`src/rtl/console_pkg.sv`:
```
// Shared types and constants for the text console writer: FSM states,
// ASCII control codes and cursor field widths.
package console_pkg;

  localparam int COLS_W = 6;
  localparam int ROWS_W = 5;

  localparam logic [7:0] ASC_LF       = 8'h0A;
  localparam logic [7:0] ASC_CR       = 8'h0D;
  localparam logic [7:0] ASC_BS       = 8'h08;
  localparam logic [7:0] ASC_SP       = 8'h20;
  localparam logic [7:0] ASC_PRINT_LO = 8'h20;
  localparam logic [7:0] ASC_PRINT_HI = 8'h7E;

  typedef enum logic [1:0] {
    ST_INIT,
    ST_IDLE,
    ST_WRITE,
    ST_CLEAR
  } state_t;

  // Row index advance with explicit wrap at the last visible row.
  function automatic logic [ROWS_W-1:0] row_inc(input logic [ROWS_W-1:0] row,
                                                input int rows);
    return (row == ROWS_W'(rows - 1)) ? '0 : row + 1'b1;
  endfunction

endpackage

```
`src/rtl/text_console_writer.sv`:
```
// Character sink that writes ASCII into a circular-row text buffer at a
// hardware cursor, handling newline, backspace, wrap and scroll.
module text_console_writer
  import console_pkg::*;
#(
  parameter int         COLS  = 64,
  parameter int         ROWS  = 30,
  parameter logic [7:0] BLANK = 8'h20
) (
  input  logic                     clk,
  input  logic                     rst,
  input  logic                     in_valid,
  input  logic [7:0]               in_ascii,
  output logic                     in_ready,
  output logic                     mem_we,
  output logic [ROWS_W+COLS_W-1:0] mem_addr,
  output logic [7:0]               mem_data,
  output logic [ROWS_W-1:0]        cursor_row,
  output logic [COLS_W-1:0]        cursor_col,
  output logic [ROWS_W-1:0]        top_row,
  output logic                     busy
);

  localparam int ADDR_W = ROWS_W + COLS_W;

  state_t              r_state;
  logic [ADDR_W-1:0]   r_cnt;
  logic                r_is_bs;
  logic                r_in_ready;
  logic                r_mem_we;
  logic [ADDR_W-1:0]   r_mem_addr;
  logic [7:0]          r_mem_data;
  logic [ROWS_W-1:0]   r_cursor_row;
  logic [COLS_W-1:0]   r_cursor_col;
  logic [ROWS_W-1:0]   r_top_row;
  logic                r_busy;

  logic                w_accept;
  logic                w_printable;
  logic                w_is_nl_code;
  logic                w_col_last;
  logic                w_newline;
  logic [ROWS_W-1:0]   w_next_row;

  assign w_accept     = in_valid & r_in_ready & (r_state == ST_IDLE);
  assign w_printable  = (in_ascii >= ASC_PRINT_LO) && (in_ascii <= ASC_PRINT_HI);
  assign w_is_nl_code = (in_ascii == ASC_LF) || (in_ascii == ASC_CR);
  assign w_col_last   = (r_cursor_col == COLS_W'(COLS - 1));
  assign w_next_row   = row_inc(r_cursor_row, ROWS);

  // Newline is entered either from an accepted LF/CR or from a printable
  // character that was just written into the last column.
  assign w_newline = (w_accept && w_is_nl_code) ||
                     ((r_state == ST_WRITE) && !r_is_bs && w_col_last);

  always_ff @(posedge clk or negedge rst) begin
    if (!rst) begin
      r_state      <= ST_INIT;
      r_cnt        <= '0;
      r_is_bs      <= 1'b0;
      r_in_ready   <= 1'b0;
      r_mem_we     <= 1'b0;
      r_mem_addr   <= '0;
      r_mem_data   <= BLANK;
      r_cursor_row <= '0;
      r_cursor_col <= '0;
      r_top_row    <= '0;
      r_busy       <= 1'b1;
    end else if (w_newline) begin
      r_cursor_row <= w_next_row;
      r_cursor_col <= '0;
      if (w_next_row == r_top_row) begin
        r_top_row <= row_inc(r_top_row, ROWS);
      end
      r_state    <= ST_CLEAR;
      r_cnt      <= '0;
      r_mem_we   <= 1'b1;
      r_mem_addr <= {w_next_row, {COLS_W{1'b0}}};
      r_mem_data <= BLANK;
      r_in_ready <= 1'b0;
      r_busy     <= 1'b1;
    end else begin
      case (r_state)
        ST_INIT: begin
          // Linear counter doubles as {row,col} because COLS is a power of two.
          if (r_cnt == ADDR_W'(ROWS * COLS)) begin
            r_mem_we   <= 1'b0;
            r_in_ready <= 1'b1;
            r_busy     <= 1'b0;
            r_state    <= ST_IDLE;
          end else begin
            r_mem_we   <= 1'b1;
            r_mem_addr <= r_cnt;
            r_mem_data <= BLANK;
            r_cnt      <= r_cnt + 1'b1;
          end
        end
        ST_IDLE: begin
          if (w_accept) begin
            if (w_printable) begin
              r_state    <= ST_WRITE;
              r_mem_we   <= 1'b1;
              r_mem_addr <= {r_cursor_row, r_cursor_col};
              r_mem_data <= in_ascii;
              r_in_ready <= 1'b0;
              r_is_bs    <= 1'b0;
            end else if ((in_ascii == ASC_BS) && (r_cursor_col != '0)) begin
              r_state    <= ST_WRITE;
              r_mem_we   <= 1'b1;
              r_mem_addr <= {r_cursor_row, r_cursor_col - 1'b1};
              r_mem_data <= BLANK;
              r_in_ready <= 1'b0;
              r_is_bs    <= 1'b1;
            end
          end
        end
        ST_WRITE: begin
          r_mem_we   <= 1'b0;
          r_in_ready <= 1'b1;
          r_state    <= ST_IDLE;
          if (r_is_bs) begin
            r_cursor_col <= r_cursor_col - 1'b1;
          end else begin
            r_cursor_col <= r_cursor_col + 1'b1;
          end
        end
        ST_CLEAR: begin
          if (r_cnt[COLS_W-1:0] == COLS_W'(COLS - 1)) begin
            r_mem_we   <= 1'b0;
            r_in_ready <= 1'b1;
            r_busy     <= 1'b0;
            r_state    <= ST_IDLE;
          end else begin
            r_cnt      <= r_cnt + 1'b1;
            r_mem_addr <= {r_cursor_row, r_cnt[COLS_W-1:0] + 1'b1};
          end
        end
        default: r_state <= ST_INIT;
      endcase
    end
  end

  assign in_ready   = r_in_ready;
  assign mem_we     = r_mem_we;
  assign mem_addr   = r_mem_addr;
  assign mem_data   = r_mem_data;
  assign cursor_row = r_cursor_row;
  assign cursor_col = r_cursor_col;
  assign top_row    = r_top_row;
  assign busy       = r_busy;

endmodule

```
`config.mk`:
```
export PLATFORM = sky130hd
export DESIGN_NAME = text_console_writer
export DESIGN_NICKNAME = d
export VERILOG_FILES = /design/src/rtl/console_pkg.sv /design/src/rtl/text_console_writer.sv
export SDC_FILE = /design/constraint.sdc
export NUM_CORES = 1
export LEC_CHECK = 0
export CORE_ASPECT_RATIO = 1.4
export CORE_MARGIN = 5
export CORE_UTILIZATION = 45
export CTS_CLUSTER_SIZE = 20
export DETAILED_ROUTE_END_ITERATION = 16
export PLACE_DENSITY = 0.68
export SETUP_SLACK_MARGIN = 0.05
export SYNTH_ARGS = -nofsm -noshare
export SYNTH_HDL_FRONTEND = slang
export SYNTH_SLANG_ARGS = --single-unit
```
`constraint.sdc`:
```
create_clock -name clk -period 2.5 [get_ports clk]
set_input_delay 0.25 -clock clk [delete_from_list [all_inputs] [get_ports clk]]
set_output_delay 0.25 -clock clk [all_outputs]
set_load 0.01 [all_outputs]
```
**Word level (Yosys, flattened, before mapping)**

Cells that the tools add are included.

- Output and inout port bits: 38
- Word-level logic and storage cells: 110
- Flip-flop bits (word level): 52
- Input bits: 11

- Order comparisons: 2
- $add $sub $neg: 6
- Muxes and demuxes: 47
- Reduce and logical (&&, ||, !) cells: 23
- Bitwise operators: 3
- Equal/unequal tests: 18

Operators by type and width:

| operator | number |
|---|---|
| 2-to-1 mux 11 bit | 9 |
| 2-to-1 mux 8 bit | 5 |
| case mux 11 bit (3 select lines) | 1 |
| equality test 8 x 4 -> 1 bit (second input constant) | 3 |
| case mux 11 bit (2 select lines) | 1 |
| 2-to-1 mux 6 bit | 3 |
| case mux 8 bit (2 select lines) | 1 |
| 2-to-1 mux 1 bit | 15 |
| inequality test 3 bit (second input constant) | 5 |
| adder 6 x 1 -> 6 bit (second input constant) | 2 |
| equality test 6 bit (second input constant) | 2 |
| 2-to-1 mux 2 bit | 6 |
| AND reduction 4 bit | 3 |
| adder 11 x 1 -> 11 bit (second input constant) | 1 |
| equality test 11 bit (second input constant) | 1 |
| adder 5 x 1 -> 5 bit (second input constant) | 2 |
| equality test 5 bit (second input constant) | 2 |
| 2-to-1 mux 5 bit | 2 |
| AND reduction 3 bit | 3 |
| greater-or-equal comparator 8 x 6 -> 1 bit (second input constant) | 1 |
| <= comparator 8 x 7 -> 1 bit (second input constant) | 1 |
| case mux 1 bit (4 select lines) | 2 |
| case mux 2 bit (4 select lines) | 1 |
| nonzero test 3 bit | 2 |
| 17 further kinds | 25 |

**Longest topological paths before layout**

- Depth in word-level cells: 7
- Gate-level depth with buffers: 10
- Mapped depth without buffers: 8

**Worst setup path after synthesis**

OpenSTA, ideal clock, no wires.

- Kind: register to register
- Start: reg r_state[1]
- End: reg r_top_row[0], in the netlist top_row[0]
- Path buffers: 1
- Library setup time: 127 ps
- Required time: 2,373 ps
- Clock period less this slack: 2,351 ps
- Data arrival time: 2,224 ps
- Setup slack: 149 ps
- Cell stages (with the launch flop): 10
- Cells stage by stage: dfrtp_1 > inv_1 > ha_1 > and4b_1 > o211ai_1 > and2_1 > buf_6 > nor4_4 > and2_4 > mux2_1

- Longest elaborated chain between the ends: 5
- Elaborated cells on any way between the ends: 8
- Classes of those cells: eq/ne: 2; bitwise: 1; reduce/logical: 5

Ends and longest elaborated chain:

| what | line | RTL |
|---|---|---|
| start, declared | text_console_writer.sv:26 | `state_t r_state;` |
| start signal, assigned | text_console_writer.sv:58 | `r_state <= ST_INIT;` |
| start signal, assigned | text_console_writer.sv:75 | `r_state <= ST_CLEAR;` |
| start signal, assigned | text_console_writer.sv:90 | `r_state <= ST_IDLE;` |
| equality test 2 x 1 -> 1 bit or equality test 2 bit (tied branches) | text_console_writer.sv:45, text_console_writer.sv:54 |  |
| AND 1 bit or logical AND 1 bit (tied branches) | text_console_writer.sv:45, text_console_writer.sv:54 |  |
| logical AND 1 bit, on equally long branches | text_console_writer.sv:53, text_console_writer.sv:54 |  |
| logical OR 1 bit * | text_console_writer.sv:53 | `assign w_newline = (w_accept && w_is_nl_code) \|\|` |
| AND reduction 2 bit (no source line) * | n/a |  |
| end signal, assigned | text_console_writer.sv:73 | `r_top_row <= row_inc(r_top_row, ROWS);` |
| end, declared | text_console_writer.sv:35 | `logic [ROWS_W-1:0] r_top_row;` |

Every way passes the cells marked *; elsewhere a longest branch is shown, timed or not.
A chain may end at the register's enable or synchronous reset.

**Worst setup path in the final report**

- Start: reg r_cursor_row[0], in the netlist cursor_row[0]
- End: reg r_top_row[1], in the netlist top_row[1]

- Longest elaborated chain between the ends: 4
- Elaborated cells on any way between the ends: 5
- Classes of those cells: add/sub: 1; eq/ne: 2; mux: 1; reduce/logical: 1

Ends and longest elaborated chain:

| what | line | RTL |
|---|---|---|
| start, declared | text_console_writer.sv:33 | `logic [ROWS_W-1:0] r_cursor_row;` |
| start signal, assigned | text_console_writer.sv:70 | `r_cursor_row <= w_next_row;` |
| adder 5 x 1 -> 5 bit or equality test 5 bit (tied branches) | console_pkg.sv:25 | `return (row == ROWS_W'(rows - 1)) ? '0 : row + 1'b1;` |
| 2-to-1 mux 5 bit * | console_pkg.sv:25 |  |
| equality test 5 bit * | text_console_writer.sv:72 | `if (w_next_row == r_top_row) begin` |
| AND reduction 2 bit (no source line) * | n/a |  |

Marks and branches as above.

==> results.md <==
* Slowest stage delay, CP at 460 ps
* Die H at 111 µm
* RSZ-0062 raised after global routing: false
* CP Cell Sequence: ha_1 -> and4b_1 -> a21oi_1 -> xnor2_1 -> nor4_4 -> and2_4 -> mux2_1
* Top Ports at 49
* CTS tree: yes
* First-pass GRT wire length at 12600 µm
* Post-Syn Nets at 374
* Grt ovf at 0
* Number of synthesized flops with an enable pin at 0
* Post-Synth Simple-Gate Area at 0.213
* Worst endpoint required time at 2690 ps
* Die area at 9080 µm²
* Largest family of logic cells by synthesized area: simple AND/OR/NAND/NOR gates
* Remaining DRCs at 0
* Initial antenna violation count at 0
* Clk sinks at 52
* Avg WL per Cell at 15.0 µm
* Post-layout min period at 2250 ps
* Slew @ Worst Pin at 489 ps
* Area occupied by multi-input gates at 1820 µm²
* Final setup viols at 0
* Routed vias at 2777
* Hold crit path type: input pin to asynchronous set/reset pin
* Leading cell types in the layout, fill and taps excluded: dfrtp_1 (50), clkdlybuf4s50_1 (47), nor2_1 (38)
* Synth area leaders: dfrtp_1 (38%), ha_1 (5.4%), nor2_1 (4.4%)
* Layout cells sized above 1 at 0.106
* #FFs+latches synth at 52
* Final period util at 0.900
* Final hold vios at 0
* Synth Instances at 349
* Startpoint types: flip-flop
* Synthesized area at 3260 µm²
* Max-Slew Margin vs Limit at 0.674
* Synth Area in Adders at 0.0537
* Core area at 7030 µm²
* Synth async-reset ratio at 1.00
* Setup Buffers After CTS at 0
* CTS root buf: clkbuf_8
* Seq/Total Area, Yosys at 0.399
* Main flop type after synthesis: dfrtp_1
* Top cell type's share of synthesized area at 0.383
* Num CTS Buffers at 5
* Setup tns final at 0 ps
* Iter 0 DRT Violations at 121
* Antenna viol nets, final at 0
* Placer congestion estimate at 0.785
* Routed vias/inst at 5.55
* Fillers at 663
* Fmax at 444 MHz
* Post-synthesis cell type count at 63
* Initial Util at 0.465
* Worst-path fanout max at 7
* Reg area at 1300 µm²
* Pwr per Cell Area at 349 nW/µm²
* Mux cell area share after synthesis at 0.0521
* Layout area overhead at 23.2%
* Clk slew on worst S/H paths at 90 ps
* Worst Skew at 5.90 ps
* Largest area contributor in the netlist: dfrtp_1
* Total wire length at 7510 µm
* H-tree levels at 2
* Core Util, Final at 0.572
* Status: finished, final reports clean
* Most common cell after layout, fill and taps aside: dfrtp_1
* Largest net degree at the start of global routing at 23
* Maximum VDD drop at 0.235 mV
* Cts repair resizes at 0
* Critical path class: flip-flop to flip-flop
* Setup crit end kind: flip-flop
* Hold_buf cts at 1
* Syn Area/Cell at 9.35 µm²
* Max-cap viol count at 0
* Max Slew Vio Count at 0
* Clk Latency, worst-skew pair at 300 ps
* Antenna cells at 0
* Global-route usage over all layers at 0.172
* Max Root-Sink Buffers at 2
* HPWL after DPL at 5820 µm
* Post-Synth XOR/XNOR Area at 0.0751
* Synth Area in Compound Gates at 0.163
* Fin nets at 429
* Row cnt at 36
* CP arrival at 2440 ps
* Die width at 82.0 µm
* Leakage power at 0.00180 µW
* Yosys warnings at 0
* Port bufs at 48
* DR pass1 iterations at 4
* Slowest-stage cell, CP: dfrtp_1
* Vias in the first global route at 2649
## critical path: cells and delay by family (launching register included)
family / cells / cell delay (ps)
compound gates: 1 / 270
xor+xnor: 1 / 150
fa+ha+maj: 1 / 290
flops: 1 / 460
mux: 1 / 310
simple gates: 3 / 670
## through the flow
| stage | hold WS (ps) | cell area, µm² | setup slack (ps) | total power, µW | cells |
|---|---|---|---|---|---|
| final | 373 | 4020 | 250 | 1400 | 500 |
| after global routing | 395 | 4020 | 67.7 | 1460 | 500 |
| after CTS | 372 | 4020 | 221 | 1420 | 500 |
| after detailed placement | 168 | 3920 | 89.0 | 923 | 491 |
| after global placement | 165 | 3920 | 118 | 922 | 491 |
| after floorplan | -45.6 | 3260 | 149 | 874 | 349 |
## Yosys cell counts (all sizes together), types with 2 or more instances
cell	count
nand3b	2
o2bb2ai	5
ha	14
a21oi	19
or2	2
dfstp	2
nand4	10
xor2	16
o21ai	15
and2	4
nor2b	4
mux2	9
clkbuf	12
mux2i	5
nor2	38
o21a	3
buf	9
o22ai	3
nand3	16
and3	7
inv	11
a22o	2
and4b	4
nor3	4
nand2	30
o211ai	6
a221oi	2
xnor2	12
nand2b	3
dfrtp	50
a211oi	3
and4	2
a31oi	3
## registers in the layout, summed over array words and instances (netlist names)
name / cells
busy: 1
cursor_col: 6
cursor_row: 5
in_ready: 1
mem_addr: 11
mem_data: 8
mem_we: 1
r_cnt: 11
r_is_bs: 1
r_state: 2
top_row: 5
## logic make-up (layout without fill, tap and decap cells)
logic type               Yosys count  after routing
XOR/XNOR                          28             28
multiplexers                      14             14
adder cells (fa/ha/maj)           14             14
buffers and inverters             32             88
AO/OA/AOI/OAI                     77             77
flip-flops                        52             52
AND/OR/NAND/NOR                  132            132
## where the power goes
part | switching [µW] | internal (µW) | total (µW)
logic | 36.4 | 28.7 | 65.1
clock network | 269 | 227 | 496
registers | 0 | 840 | 840
## area by class of cell
cell class,instances,share of cell area
Sequential cell,52,0.324
Inverter,11,0.0103
Timing Repair Buffer,69,0.161
Multi-Input combinational cell,265,0.452
Tap cell,95,0.0296
Clock buffer,8,0.0224
## worst paths after layout
check	startpoint	to	slack, ps	depth (start not counted)
hold reg to reg	mem_addr[2]	mem_addr[2]	500	1
setup / recovery	cursor_row[0]	top_row[1]	250	7
min in group clk	mem_addr[2]	mem_addr[2]	500	1
setup reg to reg	cursor_row[0]	top_row[1]	250	7
hold / removal	rst	mem_data[3]	370	2
max in group asynchronous	rst	r_cnt[5]	1530	3
## per-layer routing
layer  routed length (µm)  vias to the layer above  global-route usage
met5                    0                        -                   0
met4                   64                        0              0.0333
met3                  231                        6              0.0260
met2                 4010                       57               0.302
met1                 3210                     1359               0.221
li1                     -                     1355                   -
(Power assumes the default switching activity.)
